[src/rtl/pin_comparador_seq.sv]
// pin_comparador_seq: sequential PIN verifier for the multibanco machine.
// Collects DIGITS keypad digits, one per digit_valid strobe, with the first
// digit landing in the MSBs. It compares the assembled PIN against the card
// code COD, pulses ok or fail, and counts the failed attempts. After
// MAX_TRIES failures the card is locked until the operator unlocks it.
//
// Optional build macro LOCK_TIMER_EN:
//   When defined, a down-counter releases a locked card LOCK_CYCLES clock
//   cycles after the lock. When undefined, only unlock or rst release a
//   locked card, and LOCK_CYCLES is ignored.
module pin_comparador_seq #(
    parameter int DIGITS      = 4,
    parameter int DIGIT_W     = 4,
    parameter int MAX_TRIES   = 3,
    parameter int LOCK_CYCLES = 1000
) (
    input  logic                      clk,
    input  logic                      rst,
    input  logic                      digit_valid,
    input  logic [DIGIT_W-1:0]        digit,
    input  logic                      clear,
    input  logic                      unlock,
    input  logic [DIGITS*DIGIT_W-1:0] COD,
    output logic                      ok,
    output logic                      fail,
    output logic                      err,
    output logic                      locked,
    output logic [3:0]                tries_left,
    output logic [3:0]                n_digits
);

    localparam int         PIN_W      = DIGITS * DIGIT_W;
    localparam logic [3:0] TRIES_INIT = 4'(MAX_TRIES);
    localparam logic [3:0] LAST_IDX   = 4'(DIGITS - 1);

    typedef enum logic [1:0] {
        ST_ENTRY  = 2'd0,
        ST_CHECK  = 2'd1,
        ST_LOCKED = 2'd2
    } state_t;

    state_t             state, state_nxt;
    logic [PIN_W-1:0]   pin_reg, pin_nxt;
    logic [3:0]         n_digits_nxt;
    logic [3:0]         tries_nxt;
    logic               ok_nxt, fail_nxt, err_nxt, locked_nxt;

    // Decoded events for the current cycle
    logic               do_clear;
    logic               take_digit;
    logic               bad_digit;
    logic               last_digit;
    logic               pin_match;
    logic               last_try;
    logic               timer_expire;
    logic               lock_release;

    // A keypad digit is legal only in the BCD range 0..9
    function automatic logic digit_legal(input logic [DIGIT_W-1:0] d);
        return int'(d) <= 9;
    endfunction

    // Shift a new digit in at the LSB end; after DIGITS shifts the first
    // digit entered sits in the MSBs, matching the layout of COD
    function automatic logic [PIN_W-1:0] shift_in(input logic [PIN_W-1:0]   pin,
                                                  input logic [DIGIT_W-1:0] d);
        return {pin[PIN_W-DIGIT_W-1:0], d};
    endfunction

`ifdef LOCK_TIMER_EN
    localparam int            TMR_W    = $clog2(LOCK_CYCLES + 1);
    localparam logic [TMR_W-1:0] TMR_LOAD = TMR_W'(LOCK_CYCLES);

    logic [TMR_W-1:0] lock_tmr, lock_tmr_nxt;

    // The release fires on the edge where the counter would reach zero, so
    // locked stays high for exactly LOCK_CYCLES cycles
    assign timer_expire = (state == ST_LOCKED) && (lock_tmr <= TMR_W'(1));
`else
    assign timer_expire = 1'b0;
`endif

    // Event decode: clear has priority over a digit strobe, and digits are
    // only considered while collecting a PIN
    always_comb begin
        do_clear     = (state == ST_ENTRY) && clear;
        take_digit   = (state == ST_ENTRY) && !clear && digit_valid && digit_legal(digit);
        bad_digit    = (state == ST_ENTRY) && !clear && digit_valid && !digit_legal(digit);
        last_digit   = take_digit && (n_digits == LAST_IDX);
        pin_match    = (pin_reg == COD);
        last_try     = (tries_left <= 4'd1);
        lock_release = (state == ST_LOCKED) && (unlock || timer_expire);
    end

    // State register
    always_ff @(posedge clk) begin
        if (rst) begin
            state <= ST_ENTRY;
        end else begin
            state <= state_nxt;
        end
    end

    // Next-state logic: CHECK always lasts a single cycle
    always_comb begin
        state_nxt = state;
        case (state)
            ST_ENTRY: begin
                if (last_digit) begin
                    state_nxt = ST_CHECK;
                end
            end
            ST_CHECK: begin
                if (!pin_match && last_try) begin
                    state_nxt = ST_LOCKED;
                end else begin
                    state_nxt = ST_ENTRY;
                end
            end
            ST_LOCKED: begin
                if (lock_release) begin
                    state_nxt = ST_ENTRY;
                end
            end
            default: begin
                state_nxt = ST_ENTRY;
            end
        endcase
    end

    // Output and datapath decode: next values of the registered pulses,
    // the PIN shift register and the digit and attempt counters
    always_comb begin
        pin_nxt      = pin_reg;
        n_digits_nxt = n_digits;
        tries_nxt    = tries_left;
        locked_nxt   = locked;
        ok_nxt       = 1'b0;
        fail_nxt     = 1'b0;
        err_nxt      = 1'b0;
`ifdef LOCK_TIMER_EN
        lock_tmr_nxt = lock_tmr;
`endif
        case (state)
            ST_ENTRY: begin
                if (do_clear) begin
                    pin_nxt      = '0;
                    n_digits_nxt = 4'd0;
                end else if (take_digit) begin
                    pin_nxt      = shift_in(pin_reg, digit);
                    n_digits_nxt = n_digits + 4'd1;
                end else if (bad_digit) begin
                    err_nxt = 1'b1;
                end
            end
            ST_CHECK: begin
                pin_nxt      = '0;
                n_digits_nxt = 4'd0;
                if (pin_match) begin
                    ok_nxt    = 1'b1;
                    tries_nxt = TRIES_INIT;
                end else begin
                    fail_nxt = 1'b1;
                    if (last_try) begin
                        tries_nxt  = 4'd0;
                        locked_nxt = 1'b1;
`ifdef LOCK_TIMER_EN
                        lock_tmr_nxt = TMR_LOAD;
`endif
                    end else begin
                        tries_nxt = tries_left - 4'd1;
                    end
                end
            end
            ST_LOCKED: begin
                if (lock_release) begin
                    locked_nxt   = 1'b0;
                    tries_nxt    = TRIES_INIT;
                    n_digits_nxt = 4'd0;
                    pin_nxt      = '0;
`ifdef LOCK_TIMER_EN
                    lock_tmr_nxt = '0;
`endif
                end else begin
`ifdef LOCK_TIMER_EN
                    lock_tmr_nxt = lock_tmr - TMR_W'(1);
`endif
                end
            end
            default: begin
                pin_nxt      = '0;
                n_digits_nxt = 4'd0;
            end
        endcase
    end

    // Datapath and output registers; reset aborts any entry or pending check
    always_ff @(posedge clk) begin
        if (rst) begin
            pin_reg    <= '0;
            n_digits   <= 4'd0;
            tries_left <= TRIES_INIT;
            locked     <= 1'b0;
            ok         <= 1'b0;
            fail       <= 1'b0;
            err        <= 1'b0;
        end else begin
            pin_reg    <= pin_nxt;
            n_digits   <= n_digits_nxt;
            tries_left <= tries_nxt;
            locked     <= locked_nxt;
            ok         <= ok_nxt;
            fail       <= fail_nxt;
            err        <= err_nxt;
        end
    end

`ifdef LOCK_TIMER_EN
    // Auto-unlock counter, loaded when the card locks
    always_ff @(posedge clk) begin
        if (rst) begin
            lock_tmr <= '0;
        end else begin
            lock_tmr <= lock_tmr_nxt;
        end
    end
`endif

endmodule
[config.mk]
export PLATFORM = sky130hd
export DESIGN_NAME = pin_comparador_seq
export DESIGN_NICKNAME = d
export VERILOG_FILES = /design/src/rtl/pin_comparador_seq.sv
export SDC_FILE = /design/constraint.sdc
export NUM_CORES = 1
export LEC_CHECK = 0
export ABC_CLOCK_PERIOD_IN_PS = 5260
export BUFFER_PORTS_ARGS = -buffer_cell sky130_fd_sc_hd__buf_2
export CAP_MARGIN = 25
export CORE_ASPECT_RATIO = 0.75
export CORE_MARGIN = 2
export CORE_UTILIZATION = 55
export DETAILED_ROUTE_END_ITERATION = 7
export MAX_ROUTING_LAYER = met4
export PLACE_DENSITY = 0.87
export SYNTH_ARGS = -nofsm -noshare
export SYNTH_HDL_FRONTEND = slang
export SYNTH_SLANG_ARGS = --single-unit
[constraint.sdc]
create_clock -name clk -period 5.26 [get_ports clk]
set_clock_uncertainty 0.15 [all_clocks]
set_input_delay 0.526 -clock clk [delete_from_list [all_inputs] [get_ports clk]]
set_output_delay 0.526 -clock clk [all_outputs]
set_load 0.005 [all_outputs]
Word level (Yosys, flattened, before mapping)
Cells that the tools add are included.

operators by class
  $add $sub $neg = 2
  magnitude comparators = 2
  eq/ne operators = 9
  muxes and demuxes = 23
  bitwise logic cells = 2
  reductions and logical operators = 19

operators by type and width
  kind                                                                              count
  16-bit 2-to-1 mux                                                                 3
  16-bit case mux with 2 select lines                                               1
  4-bit 2-to-1 mux                                                                  6
  16-bit equality test                                                              1
  4-bit case mux with 2 select lines                                                2
  1-bit logical AND                                                                 8
  2-bit inequality test, second input constant                                      4
  1-bit 2-to-1 mux                                                                  6
  2-bit 2-to-1 mux                                                                  3
  2-bit case mux with 3 select lines                                                1
  2-bit AND reduction                                                               3
  4-bit by 1-bit adder with 4-bit output, second input constant                     1
  4-bit by 2-bit equality test with 1-bit output, second input constant             1
  4-bit by 1-bit less-or-equal comparator with 1-bit output, second input constant  1
  4-bit less-or-equal comparator, second input constant                             1
  4-bit AND reduction                                                               1
  4-bit OR reduction                                                                1
  4-bit by 1-bit subtractor with 4-bit output, second input constant                1
  1-bit logical NOT                                                                 3
  3-bit inequality test, second input constant                                      1
  2-bit by 1-bit equality test with 1-bit output, second input constant             1
  2-bit equality test, second input constant                                        1
  2-bit logical NOT                                                                 1
  1-bit inverter                                                                    2
  other kinds (3)                                                                   3

word-level totals
  register bits after elaboration = 30
  input bits = 25
  logic and storage cells = 65

Depth between registers and ports, before layout
  depth in word-level cells = 7
  mapped depth = 7

Worst setup path before layout
No wires, ideal clock.

  path type = input to register
  start point = input port clear
  end point = register n_digits[3]
  library setup time = 115 ps
  arrival time = 1689 ps
  setup slack = 3306 ps
  cell stages on the path = 5
  path buffers = 0
  cells stage by stage = or4b_4 > o211ai_4 > nand4_2 > xnor2_1 > and2_1

on the way
  cells in the longest elaborated chain, start to end = 6
  elaborated cells between the ends (all ways) = 9

RTL lines
  element                          RTL line  source
  start: declaration               21        input logic clear,
  1-bit logical NOT                87        take_digit = (state == ST_ENTRY) && !clear && digit_valid && digit_legal(digit);
  1-bit logical AND (3 in a row)   87
  3-bit inequality test (no line)  -
  2-bit AND reduction (no line)    -
  end signal: assignment           209       n_digits <= n_digits_nxt;
  end: declaration                 29        output logic [3:0] n_digits

Parallel ways exist; a longest one is shown, timed or not.
A chain may end at the register's enable or synchronous reset.

Final worst setup path
  start point = register state[1]
  end point = register pin_reg[5]

on the way
  cells in the longest elaborated chain, start to end = 6
  elaborated cells between the ends (all ways) = 12

RTL lines
  element                          RTL line     source
  start: declaration               42           state_t state, state_nxt;
  start signal: assignment         100          state <= state_nxt;
  2-bit logical NOT                86, 87, 144
  1-bit logical AND (3 in a row)   87
  3-bit inequality test (no line)  -
  2-bit AND reduction (no line)    -
  end signal: assignment           208          pin_reg <= pin_nxt;
  end: declaration                 43           logic [PIN_W-1:0] pin_reg, pin_nxt;

Parallel ways exist; a longest one is shown, timed or not.

==> results.py <==
metrics = {
    "run_status": {
        "run_status": "finished, final reports clean",
    },
    "floorplan": {
        "initial_core_utilization_pct": 59.5,
        "fp.dieW_um": 62.4,
        "core_sq_um": 2360,
        "fp.dieArea_sq_um": 2980,
        "ioPinCount": 37,
        "die_y_um": 47.8,
        "num_rows": 15,
    },
    "global_routing": {
        "grt_pass1_vias": 1120,
        "grt_remaining_overflow": 0,
        "global_route_wire_length_before_repair_um": 5290,
        "maximum_number_of_pins_on_one_net_before_global_route_repair": 17,
        "grtUsageTotal_pct": 25.1,
        "antenna_violations_before_repair": 0,
    },
    "clock_network": {
        "tritoncts.num_buffers": 5,
        "worst_setup_hold_path_clk_slew_ns": 0.09,
        "cts_buffer_depth": 2,
        "post_cts.repair.setup_buffers": 0,
        "cts_tree": "done",
        "htree_num_levels": 2,
        "hold_buf_count_cts": 0,
        "clkSinkCount": 30,
        "post_cts_resized": 0,
        "cts_root_buf": "clkbuf_4",
        "clk-insertion-delay-late_ns": 0.33,
    },
    "final_layout": {
        "finish.net_count": 201,
        "areaGrowthSynthToFinish_pct": 17.1,
        "final_layout_size_suffix_gt1_share_pct": 32.8,
        "largest_register_ff_count": 16,
        "insertedDiodeCount": 0,
        "layout.cell_area.non_filler_sq_um": 1650,
    },
    "placement": {
        "place.gp.congestion": 0.819,
        "post_dp_cell_area_sq_um": 1590,
        "port_buffers": 36,
        "dpl.hpwl_um": 2440,
    },
    "sta": {
        "fin_crit_sh_pct": 41.3,
        "maxSlewViolCount": 0,
        "relSlewSlack_pct": 43.9,
        "hold_ws_ns": 0.324,
        "fmaxAchievable_mhz": 461,
        "tns_ns": 0,
        "final_hold_vios": 0,
        "setup_violations": 0,
        "fin_crit_ns": 2.17,
        "grt_setup_unrepaired": "false",
        "worst_pin_slew_ns": 0.838,
    },
    "drt": {
        "detailedRoute.firstIterationViolations": 42,
        "vias_per_cell": 5.80,
        "routed-via-count": 1206,
        "postRouteAntennaNets": 0,
        "routed_wirelength_um": 3330,
        "drt-wirelength-per-cell_um": 16.0,
        "drcViolationCount": 0,
        "drt-pass1-iter-count": 4,
    },
    "logic_synthesis": {
        "avgSynthCellArea_sq_um": 10.4,
        "yosys_register_bits": 30,
        "ys.flop_type": "dfxtp_1",
        "number_of_flops_mapped_to_enable_cells_by_yosys": 0,
        "synth_area_leader": "dfxtp_1",
        "mappedNetlistNets": 163,
        "synthArstFlopShare_pct": 0,
        "synth_cells": 135,
        "leading_cell_types_by_total_area_after_synthesis": "dfxtp_1 43%, xor2_1 10%, o221a_1 6.4%",
        "yosysWarnings": 0,
        "seq_area_frac_synth_pct": 42.7,
        "synth.cell_area_sq_um": 1410,
        "yosys.area.top_type_share_pct": 42.7,
        "yosys.cell_types.count": 36,
    },
    "worst_setup_path": {
        "required_arrival_time_at_the_worst_endpoint_ns": 5.39,
        "critical_path.n_buffers_inverters": 0,
        "worst-setup-path-type": "reg2reg",
        "max_stage_delay_ns": 0.77,
        "worstPathCellList": "mux2i_1 > nor3b_2 > o221a_2",
        "crit_path_start": "state[1]$_SDFFE_PP0P_",
        "critical_path.endpoint_type": "flip-flop",
        "regToRegStartpoint": "state[1]$_SDFFE_PP0P_",
        "worstPathMaxFanout": 15,
        "worstSetupStartpointType": "flip-flop",
        "cpMaxStageDelayCell": "nor3b_2",
        "timing.critical_path.arrival_ns": 2.30,
        "critical_path.top_delay_family": "simple AND/OR/NAND/NOR gates",
    },
    "pwr": {
        "power.static_leakage_uw": 0.000742,
        "power.density_nw_per_um2": 259,
        "peakVddDrop_uv": 149,
    },
    "min_path": {
        "hold_class": "in2reg",
        "min-delay-start": "digit[0]",
    },
    "flow_run": {
        "max_cap_viol_count": 0,
    },
}
-- synth_stat cells, types with 2 or more instances --
| cell | count |
|---|---|
| dfxtp_1 | 30 |
| nor4_1 | 5 |
| ha_1 | 3 |
| a31oi_1 | 2 |
| a21oi_1 | 3 |
| a22oi_1 | 4 |
| buf_6 | 3 |
| nor2_1 | 13 |
| inv_1 | 3 |
| o221a_1 | 8 |
| nand2_1 | 7 |
| o211ai_1 | 4 |
| and2_1 | 3 |
| a21o_1 | 2 |
| xnor2_1 | 2 |
| o221a_2 | 5 |
| xor2_1 | 16 |
| nor3_1 | 4 |
-- final timing paths --
path	depth (start not counted)	slack, ns	to
max	3	3.09	pin_reg[5]$_SDFFE_PP0P_
min	2	0.32	pin_reg[0]$_SDFFE_PP0P_
max reg2reg	3	3.09	pin_reg[5]$_SDFFE_PP0P_
min reg2reg	2	0.38	tries_left[2]$_SDFFE_PP0P_
-- layer usage --
metal  part of all wire [%]  global-route usage [%]  routed length (um)
met3                    6.8                    5.18                 225
met5                      0                       -                   0
met4                    2.0                    16.9                  68
met2                     47                    40.6                1570
met1                     44                    29.7                1470
-- layout by cell type, fill, tap and decap left out, drive strengths merged --
cell    count
nor2b       1
mux2i       1
o21a        1
dfxtp      30
o21ai       1
or3         1
inv         3
a21o        2
nand4       2
buf        36
and3        2
a21oi       3
or4b        2
o221a      13
nor3b       2
xor2       16
a31oi       2
and2        3
a22oi       4
nor2       13
nand2b      1
nor3        4
nor4        6
ha          3
clkinv      1
clkbuf      7
xnor2       2
o211ai      5
nand2       7
-- worst register-to-register path: cells and delay by family, from the launching register on --
| family | cells | cell delay [ns] |
|---|---|---|
| DFF | 1 | 0.46 |
| and+or+nand+nor | 1 | 0.77 |
| AOI/OAI and AO/OA | 1 | 0.33 |
| muxes | 1 | 0.42 |
-- cells by family after synthesis --
| logic type | after synthesis | share of synthesized area (%) |
|---|---|---|
| AND/OR/NAND/NOR | 44 | 18.8 |
| AO/OA/AOI/OAI | 31 | 20.1 |
| flip-flops | 30 | 42.7 |
| XOR/XNOR | 18 | 11.2 |
| buffers and inverters | 8 | 3.82 |
| adder cells (fa/ha/maj) | 3 | 2.67 |
| multiplexers | 1 | 0.711 |
-- area by class of cell --
type	count	area, sq um
Tap cell	34	42.5
Clock buffer	7	55.1
Multi-Input combinational cell	97	753
Timing Repair Buffer	36	180
Inverter	3	11.3
Sequential cell	30	601
Fill cell	183	717
Clock inverter	1	5.00
-- power breakdown --
part	switching, uW	internal, uW
logic	22.3	21.4
registers	6.73	234
clock network	77.6	64.7
total	107	320
-- stage by stage --
step	utilization, %	instances	power (uW)	worst slack [ns]
CTS	69.7	208	427	3.10
detailed placement	67.1	200	289	2.94
global placement	67.1	200	286	3.01
finish	69.7	208	426	3.09
floorplan	-	135	273	3.31
global route	69.7	208	445	2.95
Note: power is estimated with default switching activity, not from simulation.
